`src/rtl/adder_sched.sv`:
```
// adder_sched: round-robin scheduler sharing one combinational adder among
// N_REQ requesters. A granted request has its operands registered onto the
// adder. The adder result is captured one cycle later and returned with the
// requester index over a valid/ready handshake.
//
// Build option: define ADDER_SCHED_FIXED_PRIO_EN for fixed priority, where the
// lowest index wins and no round-robin pointer exists. Without it, the default
// build uses round-robin arbitration.
module adder_sched #(
    parameter int N_REQ = 4,
    parameter int WIDTH = 8,
    parameter int ID_W  = 2
) (
    input  logic                   Clk_in,
    input  logic                   Reset_n_in,
    input  logic [N_REQ-1:0]       Req_in,
    input  logic [N_REQ*WIDTH-1:0] A_in,
    input  logic [N_REQ*WIDTH-1:0] B_in,
    input  logic [N_REQ-1:0]       Sel_in,
    output logic [N_REQ-1:0]       Gnt_out,
    output logic [WIDTH-1:0]       Adder_A_out,
    output logic [WIDTH-1:0]       Adder_B_out,
    output logic                   Adder_Sel_out,
    input  logic [WIDTH:0]         Adder_Rez_in,
    output logic [WIDTH:0]         Rez_out,
    output logic [ID_W-1:0]        Rez_id_out,
    output logic                   Rez_valid_out,
    input  logic                   Rez_ready_in,
    output logic                   Busy_out
);

    localparam logic [1:0] ST_IDLE   = 2'd0;
    localparam logic [1:0] ST_EXEC   = 2'd1;
    localparam logic [1:0] ST_RESULT = 2'd2;

    // N_REQ at the width of the wrap-around sum, so the modulo compare is exact
    localparam logic [ID_W:0] N_REQ_W = (ID_W+1)'(N_REQ);

    logic [1:0]       state_reg;
    logic [1:0]       state_next;
    logic [N_REQ-1:0] gnt_reg;
    logic [WIDTH-1:0] adder_a_reg;
    logic [WIDTH-1:0] adder_b_reg;
    logic             adder_sel_reg;
    logic [ID_W-1:0]  op_id_reg;
    logic [WIDTH:0]   rez_reg;
    logic [ID_W-1:0]  rez_id_reg;
    logic             rez_valid_reg;

    logic             grant_en;
    logic             capture_en;
    logic             win_found;
    logic [ID_W-1:0]  win_idx;
    logic [ID_W:0]    cand_sum;
    logic [N_REQ-1:0] win_onehot;
    logic [ID_W-1:0]  search_base;

    logic [WIDTH-1:0] a_arr [N_REQ];
    logic [WIDTH-1:0] b_arr [N_REQ];

    // Unpack the requester operand buses and build the one-hot winner vector
    genvar gi;
    generate
        for (gi = 0; gi < N_REQ; gi++) begin : g_req
            assign a_arr[gi]      = A_in[gi*WIDTH +: WIDTH];
            assign b_arr[gi]      = B_in[gi*WIDTH +: WIDTH];
            assign win_onehot[gi] = win_found && (win_idx == ID_W'(gi));
        end
    endgenerate

`ifdef ADDER_SCHED_FIXED_PRIO_EN
    // Searching from N_REQ-1 + 1 always starts at index 0, so the lowest index wins
    localparam logic [ID_W-1:0] FIXED_BASE = ID_W'(N_REQ - 1);
    assign search_base = FIXED_BASE;
`else
    logic [ID_W-1:0] last_reg;

    // Round-robin pointer: remembers the most recent winner
    always_ff @(posedge Clk_in or negedge Reset_n_in) begin
        if (!Reset_n_in) begin
            last_reg <= ID_W'(N_REQ - 1);
        end else if (grant_en) begin
            last_reg <= win_idx;
        end
    end

    assign search_base = last_reg;
`endif

    // Search for the first active request starting one past the search base, wrapping modulo N_REQ
    always_comb begin
        win_found = 1'b0;
        win_idx   = '0;
        cand_sum  = '0;
        for (int k = 1; k <= N_REQ; k++) begin
            cand_sum = {1'b0, search_base} + (ID_W+1)'(k);
            if (cand_sum >= N_REQ_W) begin
                cand_sum = cand_sum - N_REQ_W;
            end
            if (!win_found && Req_in[cand_sum[ID_W-1:0]]) begin
                win_found = 1'b1;
                win_idx   = cand_sum[ID_W-1:0];
            end
        end
    end

    // Next-state decision; a grant is only possible from IDLE or when the held result is consumed
    always_comb begin
        state_next = state_reg;
        grant_en   = 1'b0;
        capture_en = 1'b0;
        case (state_reg)
            ST_IDLE: begin
                if (win_found) begin
                    grant_en   = 1'b1;
                    state_next = ST_EXEC;
                end
            end
            ST_EXEC: begin
                capture_en = 1'b1;
                state_next = ST_RESULT;
            end
            ST_RESULT: begin
                if (rez_valid_reg && Rez_ready_in) begin
                    if (win_found) begin
                        grant_en   = 1'b1;
                        state_next = ST_EXEC;
                    end else begin
                        state_next = ST_IDLE;
                    end
                end
            end
            default: state_next = ST_IDLE;
        endcase
    end

    // State, grant pulse, adder operand registers and result capture
    always_ff @(posedge Clk_in or negedge Reset_n_in) begin
        if (!Reset_n_in) begin
            state_reg     <= ST_IDLE;
            gnt_reg       <= '0;
            adder_a_reg   <= '0;
            adder_b_reg   <= '0;
            adder_sel_reg <= 1'b0;
            op_id_reg     <= '0;
            rez_reg       <= '0;
            rez_id_reg    <= '0;
            rez_valid_reg <= 1'b0;
        end else begin
            state_reg <= state_next;
            gnt_reg   <= grant_en ? win_onehot : '0;
            if (grant_en) begin
                adder_a_reg   <= a_arr[win_idx];
                adder_b_reg   <= b_arr[win_idx];
                adder_sel_reg <= Sel_in[win_idx];
                op_id_reg     <= win_idx;
            end
            if (capture_en) begin
                // The id follows the result so Rez_id_out always names the owner of Rez_out
                rez_reg       <= Adder_Rez_in;
                rez_id_reg    <= op_id_reg;
                rez_valid_reg <= 1'b1;
            end else if (rez_valid_reg && Rez_ready_in) begin
                rez_valid_reg <= 1'b0;
            end
        end
    end

    assign Gnt_out       = gnt_reg;
    assign Adder_A_out   = adder_a_reg;
    assign Adder_B_out   = adder_b_reg;
    assign Adder_Sel_out = adder_sel_reg;
    assign Rez_out       = rez_reg;
    assign Rez_id_out    = rez_id_reg;
    assign Rez_valid_out = rez_valid_reg;
    assign Busy_out      = (state_reg != ST_IDLE);

endmodule

```
`config.mk`:
```
export PLATFORM = sky130hd
export DESIGN_NAME = adder_sched
export DESIGN_NICKNAME = d
export VERILOG_FILES = /design/src/rtl/adder_sched.sv
export SDC_FILE = /design/constraint.sdc
export NUM_CORES = 1
export LEC_CHECK = 0
export ABC_CLOCK_PERIOD_IN_PS = 1800
export CORE_ASPECT_RATIO = 1.4
export CORE_UTILIZATION = 37
export DETAILED_ROUTE_END_ITERATION = 16
export GPL_TIMING_DRIVEN = 0
export PLACE_DENSITY = 0.81
export SYNTH_ARGS = -nofsm -noshare
export SYNTH_HDL_FRONTEND = slang
export SYNTH_SLANG_ARGS = --single-unit
```
`constraint.sdc`:
```
create_clock -name Clk_in -period 1.8 [get_ports Clk_in]
set_input_delay 0.18 -clock Clk_in [delete_from_list [all_inputs] [get_ports Clk_in]]
set_output_delay 0.18 -clock Clk_in [all_outputs]
set_load 0.005 [all_outputs]
```
==> Word-level counts from Yosys, hierarchy flattened <==
Cells that the tools add are included.
{ "op_classes": {"n_lt_le_gt_ge": 10, "mux": 39, "bitwise_logic": 1, "n_addsub": 8, "n_reduce_logical": 16, "n_eq_ne": 7} }
{ "ops": {"columns": ["operator", "n"], "rows": [
  ["8-bit binary-select mux with 2-bit select", 2],
  ["8-bit two-way mux", 4],
  ["2-bit two-way mux", 10],
  ["3-bit greater-or-equal comparator (second input constant)", 5],
  ["2-bit by 3-bit < comparator with 1-bit output (second input constant)", 5],
  ["1-bit two-way mux", 15],
  ["1-bit binary-select mux with 2-bit select", 5],
  ["1-bit logical AND", 8],
  ["2-bit by 1-bit subtractor with 2-bit output (second input constant)", 4],
  ["2-bit by 2-bit adder with 3-bit output (second input constant)", 2],
  ["2-bit == test (second input constant)", 3],
  ["2-bit case mux with 3 select lines", 1],
  ["2-bit by 1-bit == test with 1-bit output (second input constant)", 2],
  ["2-bit logical NOT", 2],
  ["4-bit two-way mux", 1],
  ["2-bit != test (second input constant)", 2],
  ["2-bit nonzero test", 2],
  ["2-bit by 1-bit adder with 3-bit output (second input constant)", 1],
  ["2-bit by 3-bit adder with 3-bit output (second input constant)", 1],
  ["1-bit logical NOT", 3],
  ["2-bit inverter with 3-bit output", 1],
  ["1-bit case mux with 2 select lines", 1],
  ["2-bit AND reduction", 1]
]} }
{ "word_totals": {"register_bits": 39, "output_inout_bits": 34, "inputBits": 84, "wordCells": 91} }

==> Longest topological paths before layout <==
{ "logic_depth": {"depth_word": 19, "ltp_mapped": 7, "depth_no_buf": 6} }

==> Worst setup path after synthesis <==
OpenSTA, ideal clock, no wires.
{ "synth_path": {"path_type": "register to register", "from": "register last_reg[0]", "to": "register adder_a_reg[5] (netlist: Adder_A_out[5])", "n_path_buf": 2, "required_ns": 1.662, "setup_slack_ns": 0.169, "synth_period_minus_slack_ns": 1.631, "arrival_time_ns": 1.493, "path_stages_with_launch": 8, "setup_time_ns": 0.138, "path_cell_list": "dfstp_2 nand2b_1 a21oi_1 nor3_2 buf_6 buf_12 mux2i_1 o221ai_1"} }
{ "synth_between": {"elab_chain_cells": 19, "elab_cells_between_ends": 45, "classes_between": "add/sub (8); order compare (4); mux (26); bitwise (1); reduce/logical (6)"} }
{ "synth_lines": {"columns": ["element", "line", "source"], "rows": [
  ["start, declared", "76", "logic [ID_W-1:0] last_reg;"],
  ["start signal, assigned", "81", "last_reg <= ID_W'(N_REQ - 1);"],
  ["start signal, assigned", "83", "last_reg <= win_idx;"],
  ["2-bit by 1-bit adder with 3-bit output", "96", "cand_sum = {1'b0, search_base} + (ID_W+1)'(k);"],
  ["3-bit greater-or-equal comparator or 2-bit by 1-bit subtractor with 2-bit output (tied branches)", "97, 98", null],
  ["2-bit two-way mux", "97", "if (cand_sum >= N_REQ_W) begin"],
  ["1-bit binary-select mux with 2-bit select", "100", "if (!win_found && Req_in[cand_sum[ID_W-1:0]]) begin"],
  ["1-bit two-way mux (implied by the code)", "100", null],
  ["1-bit two-way mux", "100", null],
  ["1-bit logical NOT", "100", null],
  ["1-bit logical AND", "100", null],
  ["[... 2 more ...]", null, null],
  ["1-bit logical AND", "100", null],
  ["1-bit two-way mux", "100", null],
  ["1-bit logical NOT", "100", null],
  ["1-bit logical AND", "100", null],
  ["2-bit two-way mux", "100", null],
  ["2-bit inverter with 3-bit output (implied by the code)", "153", "adder_a_reg <= a_arr[win_idx];"],
  ["8-bit binary-select mux with 2-bit select", "153", null],
  ["8-bit two-way mux (implied by the code) (2 in a row)", "153", null],
  ["end signal, assigned", "153", null],
  ["end, declared", "42", "logic [WIDTH-1:0] adder_a_reg;"]
]} }
Parallel ways exist; a longest one is shown, timed or not. The select of a mux whose other input is x is not followed.
A chain may end at the register's enable or synchronous reset.

==> Worst setup path in the final report <==
{ "layout_path": {"from": "register last_reg[0]", "to": "register adder_a_reg[3] (netlist: Adder_A_out[3])"} }
Same word-level chain as after synthesis.

==> metrics.txt <==
Fin. Hold Viols=6; Worst Path Max Fanout=8; critical path's slowest cell=dfstp_2; WL/cell=15.31 um; CTS tree=built; Finished Layout Cells=361; HPWL after DPL=4.046 mm; Final ANT Viol Nets=0; total die area=0.005640 mm^2; Clock Tree Buf Depth=2; top-count cell post-synth=dfrtp_1; Total Nets Final=378; minimum clock period=1851 ps; most instantiated cells after synthesis=37 x dfrtp_1, 34 x mux2i_1, 23 x nand2_1; vias per inst=5.091; Placement Cell Area=0.003224 mm^2; Antenna Cells=0; Setup Skew=9.827 ps; Multi-input gate area=0.001005 mm^2; violated checks=negative hold slack, negative setup slack; Worst-path clk slew=80 ps; Clock Latency Late Sink=290 ps; crit-path max cell delay=570 ps; top cells by area, synth=dfrtp_1 47%, mux2i_1 17%, o221ai_1 7.5%; first-pass GRT wire length=8.687 mm; syn avg cell area=12.05 um^2; Post-synth ARST share=100.0%; leakage=1.507 nW; Critical Path Sink Type=flop; met2 wire len=3.101 mm; Final WS setup=-51.19 ps; final setup fails=7; Seq/Total Area, Yosys=49.53%; fin. max-slew vios=0; cts hold-fix bufs=0; met3 WL=277 um; PortBufs=117; Final Cycle Share=102.8%; layout cell share with drive strength beyond 1=19.32%; highest routed layer=met4; Hold Path Class=input pin to asynchronous set/reset pin; Fin Hold WS=-0.4721 ps; unrepaired setup endpoints after global routing=true; Ys Warns=0; Via Count=1838; crit path launch type=flop; Yosys top cell by area=dfrtp_1; max FFs per register=9; Worst slew margin=43.87%; measured slew at the worst slew-check pin=842.0 ps; Required @ worst endpoint=1960 ps; die height=88.46 um; I/O pins=118; Cells after Synth=164; core area=0.005159 mm^2; Net Count, Synth=248; design area=0.003546 mm^2; die width=63.76 um; total CTS buffers=5; fillers=418; number of flops mapped to enable cells by yosys=0; maximum VDD drop=0.8032 mV; status=finished, violations left; Area Growth Syn to Fin=79.48%; Worst Path Buf+Inv=2; CP Data Arrival Time=2010 ps; Initial Util=38.30%; drt pass-1 iters=4; Max Cap Viol=0; Synth top area share=46.87%; # placed instances=347; final core utilization=68.74%; critical setup path kind=flop to flop; starting DRC count in detailed routing=45; drt drc=0; Met1 Routed Length=2.014 mm; GRT Overall Usage=20.16%; Fin Setup TNS=-99.48 ps; root buf cell=clkbuf_8; register area=978.4 um^2; Reg2Reg Setup Slack=-50 ps; CTS sink cnt=39; crit path cell chain=nand2b_4, a21oi_4, nor3_4, buf_8, clkbuf_16, mux2i_2, o221ai_1; placer's final routability congestion estimate=0.7025; number of global-route vias before repair=1885; largest net degree at the start of global routing=40; #FFs+latches synth=39; Max H-tree Level=2; FP Rows=31; max frequency=0.5402 GHz; Netlist Area Pre-Place=0.001976 mm^2; Unique masters post-synth=29; routed wire length=5.526 mm; Top FF cell, synth=dfrtp_1; initial antenna violation count=0; crit-path leading delay family=flip-flops; gr ovfl total=0; PwrDens=1480 mW/mm^2
kinds of logic after synthesis:
kind of cell	synth area share, %
AO/OA/AOI/OAI	12.29
buffers and inverters	5.257
flip-flops	49.53
multiplexers	23.50
AND/OR/NAND/NOR	9.436
metrics by stage:
| stage | total power [W] | worst slack [ps] |
|---|---|---|
| 6_report | 0.005250 | -51.19 |
| 2_1_floorplan | 0.002978 | 169.0 |
| 3_5_place_dp | 0.004243 | -305.1 |
| 4_1_cts | 0.004976 | -21.12 |
| 3_3_place_gp | 0.004176 | -401.8 |
| 5_1_grt | 0.005601 | -110.4 |
path summary, 6_finish.rpt:
path	cells after the start	startpoint	to
worst max-delay path	7	last_reg[0]	Adder_A_out[3]
worst min-delay path	1	Reset_n_in	Rez_valid_out
worst max register to register	7	last_reg[0]	Adder_A_out[3]
worst min register to register	1	op_id_reg[0]	op_id_reg[0]
max in group asynchronous	1	Reset_n_in	Adder_B_out[3]
min in group Clk_in	1	op_id_reg[0]	op_id_reg[0]
final cells by class:
type	instances	area share [%]
repair buffers	123	35.99
multi-input cells	114	28.33
flip-flops and latches	39	27.59
plain buffers	8	2.788
clock buffers	7	2.435
well taps	66	2.329
inverters	3	0.3881
clock inverters	1	0.1411
layer usage:
metal  global-route usage (%)  up-vias
met5                        0        -
met3                    4.639       15
li1                         -      864
met1                    20.90      884
met4                    6.198        0
met2                    39.65       75
power breakdown:
part / switching, W / total (W) / internal, W
Sequential: 0.000243 / 0.00157 / 0.00133
Clock: 0.000295 / 0.000604 / 0.000309
Combinational: 0.00121 / 0.00308 / 0.00186
what timing repair did:
action	in CTS	in global routing
gates cloned	0	3
pin swaps	5	12
endpoints found under the setup margin	17	17
gates resized for setup	6	17
setup buffers	3	0
placed cells by master, fill, tap and decap left out, types with 2 or more instances in the layout:
master             n
clkdlybuf4s50_1  116
buf_4              2
mux2i_4            4
o21a_1             2
mux2_2            11
nand2_1           22
clkbuf_16          3
nor2_1             4
dfstp_2            2
inv_1              2
a21oi_2            3
clkbuf_8           6
clkbuf_1           2
nor3b_1            2
nand2b_4           2
mux2i_2            3
nand2_2            2
clkbuf_4           2
o221ai_2           2
mux2i_1           27
dfrtp_1           37
buf_12             4
o221ai_1          15
buf_2              2
a21o_1             2
(Power assumes the default switching activity.)
